$ cat src/rtl/cache_controller.sv
// Load/store controller for a direct-mapped, write-through, no-write-allocate cache.
// Fills whole lines from memory on load misses and forwards every store to memory.
module cache_controller #(
  parameter int LOG_NUM_LINES  = 2,
  parameter int LOG_NUM_BLOCKS = 1,
  parameter int DATA_WIDTH     = 32,
  parameter int ADDR_WIDTH     = 8,
  parameter int CNT_WIDTH      = 16
) (
  input  logic                  clk,
  input  logic                  rst,
  input  logic                  req_valid,
  output logic                  req_ready,
  input  logic                  req_write,
  input  logic [ADDR_WIDTH-1:0] req_addr,
  input  logic [DATA_WIDTH-1:0] req_wdata,
  output logic                  resp_valid,
  output logic [DATA_WIDTH-1:0] resp_rdata,
  output logic                  cache_write_en,
  output logic [DATA_WIDTH-1:0] cache_write_data,
  output logic [ADDR_WIDTH-1:0] cache_address,
  input  logic                  cache_hit,
  input  logic [DATA_WIDTH-1:0] cache_read_data,
  output logic                  mem_req,
  output logic                  mem_we,
  output logic [ADDR_WIDTH-1:0] mem_addr,
  output logic [DATA_WIDTH-1:0] mem_wdata,
  input  logic                  mem_ack,
  input  logic [DATA_WIDTH-1:0] mem_rdata,
  output logic [CNT_WIDTH-1:0]  hit_count,
  output logic [CNT_WIDTH-1:0]  miss_count
);

  if (LOG_NUM_BLOCKS < 1 || ADDR_WIDTH <= LOG_NUM_LINES + LOG_NUM_BLOCKS) begin : bad_geometry
    $error("cache_controller: address width too narrow for the cache geometry");
  end

  localparam logic [2:0] IDLE      = 3'd0;
  localparam logic [2:0] LOOKUP    = 3'd1;
  localparam logic [2:0] FILL      = 3'd2;
  localparam logic [2:0] WRITE_MEM = 3'd3;
  localparam logic [2:0] DONE      = 3'd4;

  logic [2:0]                state;
  logic [LOG_NUM_BLOCKS-1:0] cnt;
  logic [ADDR_WIDTH-1:0]     addr_q;
  logic [DATA_WIDTH-1:0]     wdata_q;
  logic                      write_q;
  logic                      mem_req_q;
  logic                      ack;

  assign ack = mem_req_q & mem_ack;

  always_ff @(posedge clk) begin
    if (rst) begin
      state      <= IDLE;
      cnt        <= '0;
      addr_q     <= '0;
      wdata_q    <= '0;
      write_q    <= 1'b0;
      mem_req_q  <= 1'b0;
      resp_rdata <= '0;
      hit_count  <= '0;
      miss_count <= '0;
    end else begin
      case (state)
        IDLE: begin
          if (req_valid) begin
            addr_q  <= req_addr;
            wdata_q <= req_wdata;
            write_q <= req_write;
            state   <= LOOKUP;
          end
        end
        LOOKUP: begin
          if (write_q) begin
            mem_req_q <= 1'b1;
            state     <= WRITE_MEM;
          end else if (cache_hit) begin
            resp_rdata <= cache_read_data;
            if (hit_count != '1) hit_count <= hit_count + CNT_WIDTH'(1);
            state <= DONE;
          end else begin
            if (miss_count != '1) miss_count <= miss_count + CNT_WIDTH'(1);
            cnt   <= '0;
            state <= FILL;
          end
        end
        // Each block spends one cycle with mem_req low before requesting, which
        // also provides the mandatory gap after every ack.
        FILL: begin
          if (!mem_req_q) begin
            mem_req_q <= 1'b1;
          end else if (ack) begin
            mem_req_q <= 1'b0;
            if (cnt == addr_q[LOG_NUM_BLOCKS-1:0]) resp_rdata <= mem_rdata;
            if (cnt == '1) state <= DONE;
            else           cnt   <= cnt + LOG_NUM_BLOCKS'(1);
          end
        end
        WRITE_MEM: begin
          if (ack) begin
            mem_req_q <= 1'b0;
            state     <= DONE;
          end
        end
        DONE:    state <= IDLE;
        default: state <= IDLE;
      endcase
    end
  end

  always_comb begin
    cache_address = addr_q;
    if (state == FILL) cache_address = {addr_q[ADDR_WIDTH-1:LOG_NUM_BLOCKS], cnt};
  end

  always_comb begin
    cache_write_en   = 1'b0;
    cache_write_data = wdata_q;
    if (state == LOOKUP && write_q && cache_hit) begin
      cache_write_en = 1'b1;
    end else if (state == FILL) begin
      cache_write_data = mem_rdata;
      cache_write_en   = ack;
    end
  end

  assign req_ready  = (state == IDLE);
  assign resp_valid = (state == DONE);
  assign mem_req    = mem_req_q;
  assign mem_we     = (state == WRITE_MEM);
  assign mem_addr   = cache_address;
  assign mem_wdata  = wdata_q;

endmodule

$ cat config.mk
export PLATFORM = sky130hd
export DESIGN_NAME = cache_controller
export DESIGN_NICKNAME = d
export VERILOG_FILES = /design/src/rtl/cache_controller.sv
export SDC_FILE = /design/constraint.sdc
export NUM_CORES = 1
export LEC_CHECK = 0
export ABC_CLOCK_PERIOD_IN_PS = 2350
export BUFFER_PORTS_ARGS = -buffer_cell sky130_fd_sc_hd__buf_2
export CAP_MARGIN = 20
export CORE_MARGIN = 3
export CORE_UTILIZATION = 46
export DETAILED_ROUTE_END_ITERATION = 10
export GPL_TIMING_DRIVEN = 0
export HOLD_SLACK_MARGIN = 0.06
export PLACE_DENSITY = 0.8
export SLEW_MARGIN = 10
export SYNTH_ARGS = -nofsm -noshare
export SYNTH_HDL_FRONTEND = slang
export SYNTH_SLANG_ARGS = --single-unit
$ cat constraint.sdc
create_clock -name clk -period 2.35 [get_ports clk]
set_input_delay 0 -clock clk [delete_from_list [all_inputs] [get_ports clk]]
set_output_delay 0 -clock clk [all_outputs]
set_load 0.05 [all_outputs]
==> qor.txt <==
total CTS buffers: 9
RSZ-0062 raised after global routing: no
layout cells sized above 1: 30.3%
CTS tree: done
Core Area: 11100 sq um
Final ANT Viol Nets: 0
Clock Latency Late Sink: 0.33 ns
gr usage total: 31.4%
worst-path maximum fanout: 10
Synth area leader: dfxtp_1
Final #Nets: 1184
Clock Sinks: 110
dpl cell area: 6780 sq um
Critical Path Most Common Cell: buf_2
Slew Viols, Final: 0
synth warn: 0
vias: 6882
Net Sw Frac: 52.4%
Worst-path clk slew: 0.07 ns
min Tclk post-route: 2.19 ns
htree depth: 3
Vias/cell: 5.66
Flop pwr share: 26.6%
final hold vios: 0
worst min path class: primary input to flip-flop
Avg WL per Cell: 17.5 um
Placer Congestion: 0.944
Mapped Area: 5310 sq um
max incr delay on CP: 0.42 ns
power share of the clock group: 16.6%
Post-DP HPWL: 13.9 mm
Synth area leaders: dfxtp_1 (41%), nand2_1 (16%), a21oi_1 (9.8%)
GR Overflow Total: 0
skew final: 0.00681 ns
Cells after Synth: 698
first-pass GRT wire length: 32.8 mm
top_reg_cell synth: dfxtp_1
Final setup violation count: 0
Initial Util: 48.0%
Ports: 259
fin area: 8200 sq um
Port Buf Inserts: 257
die area: 12900 sq um
DRC violations left: 0
post-synth cell types: 55
FF+latch count, synth: 110
DR pass1 iterations: 5
measured slew at the worst slew-check pin: 0.645 ns
Die Span Y: 113 um
CP cell instances: buf_2, or3b_1, a21oi_4, and2_0, clkbuf_1, buf_2, a311oi_1
Worst Path Arrival: 2.38 ns
max frequency: 0.456 GHz
root buffer cell: clkbuf_16
status: finished clean
async set-or-reset flop fraction in the synthesized netlist: 0%
Max Cap Viol: 0
Placement Rows: 38
Slew HR: 57.0%
switching pwr: 5.04 mW
Tcrit/Tclk final: 93.2%
most common cell after layout, fill and taps aside: buf_2
DRT iter0 DRCs: 863
CP max-delay cell: or3b_1
CP Launch Type: flip-flop
largest net degree at the start of global routing: 17
Leak Pwr: 3.84 nW
CP Class: flip-flop to flip-flop
synthesized area per cell: 7.61 sq um
P_int: 4.58 mW
Synth top area share: 41.4%
Setup TNS: 0 ns
Critical Path End Type: flip-flop
post-synthesis sequential area ratio: 41.4%
Critical Path RT: 2.54 ns
P&R area growth vs syn: 54.3%
P per Cell Area: 1170 nW/um^2
fill count: 799
wirelength, routed: 21.3 mm
clk buf depth: 2
antenna cells: 0
Peak VDD IR: 0.859 mV
antenna violations before repair: 0
vias in the first global route: 6484
Post-synth EDFFs: 0
Die W: 113 um
Gate power share: 56.8%
most frequent cells in the layout: buf_2 (267), nand2_1 (229), dfxtp_1 (110)
Net Count, Synth: 810
## sequential cells by signal, summed over array words and instances, names as in the netlist
name / count
hit_count: 16
mem_req: 1
miss_count: 16
resp_rdata: 32
addr_q: 8
cnt: 1
write_q: 1
state: 3
mem_wdata: 32
## power groups by stage
stage               registers (mW)  logic, mW  clock network [mW]
detailed placement            2.57       5.15                   0
floorplan                     3.73       2.71                   0
global route                  2.60       5.76                1.68
global placement              2.56       5.11                   0
CTS                           2.53       5.32                1.62
finish                        2.56       5.47                1.60
## worst paths after layout
kind	slack, ns	depth (start not counted)	from	endpoint
worst max-delay path	0.16	7	state[0]$_SDFFE_PP0P_	resp_rdata[23]$_SDFFE_PP0P_
worst min-delay path	0.08	3	rst	hit_count[15]$_SDFFE_PP0P_
worst max register to register	0.16	7	state[0]$_SDFFE_PP0P_	resp_rdata[23]$_SDFFE_PP0P_
worst min register to register	0.47	2	mem_wdata[2]$_SDFFE_PP0P_	mem_wdata[2]$_SDFFE_PP0P_
## what timing repair did
action | 4_1_cts | 5_1_grt
pin swaps | 0 | 0
hold buffers | 106 | 0
hold endpoints to repair | 74 | 0
buffers inserted | 0 | 1
endpoints found under the setup margin | 35 | 68
resized for setup | 5 | 14
cloned | 0 | 0
## cell type report
type / instances / area, sq um / share of cell area [%]
plain buffers: 66 / 353 / 4.30
clock buffers: 11 / 233 / 2.84
clock inverters: 4 / 72.6 / 0.885
inverters: 6 / 22.5 / 0.275
multi-input cells: 515 / 2780 / 34.0
flip-flops and latches: 110 / 2200 / 26.9
well taps: 140 / 175 / 2.14
repair buffers: 364 / 2350 / 28.7
## routing by layer
layer  part of all wire [%]  up-vias  track usage [%]
met5                      0        -                0
met4                    5.2        0             14.7
met3                    8.4       93             7.32
met2                     49      436             54.9
met1                     37     3135             36.2
li1                       -     3218                -
## cells in the mapped netlist (all sizes together) (5+ instances only)
library cell and n:
nand2 231, dfxtp 110, a21oi 105, clkbuf 37, a311oi 32, buf 30
o31ai 17, or4 15, nand4 14, nand3 11, o21ai 9, nor2 7
or3 7, and2 6, inv 6, nor4 6, and3 5, and4 5
nor2b 5
## critical path, delay by kind of cell, from the launching register on
family,cells,cell delay [ns]
AOI/OAI and AO/OA,2,0.40
DFF,1,0.36
buffers and inverters,3,0.71
and+or+nand+nor,2,0.57
## cells by family (layout without fill, tap and decap cells)
family | count (synthesis) | in the layout | share of synthesized area, %
buf+inv | 73 | 451 | 6.90
mux | 3 | 3 | 0.636
simple gates | 328 | 328 | 29.0
fa+ha+maj | 2 | 2 | 0.471
flops | 110 | 110 | 41.4
compound gates | 181 | 181 | 21.4
xor+xnor | 1 | 1 | 0.165
## through the flow
| stage | utilization (%) | worst slack (ns) | instances | power (mW) | hold WS, ns |
|---|---|---|---|---|---|
| detailed placement | 61.2 | 0.0116 | 1095 | 7.72 | 0.247 |
| global placement | 61.2 | 0.0115 | 1095 | 7.67 | 0.242 |
| global route | 74.0 | 0.0303 | 1216 | 10.0 | 0.0951 |
| finish | 74.0 | 0.159 | 1216 | 9.62 | 0.0826 |
| CTS | 73.6 | 0.0410 | 1215 | 9.47 | 0.0758 |
| floorplan | - | 0.0748 | 698 | 6.43 | 0.136 |
Note: power is estimated with default switching activity, not from simulation.
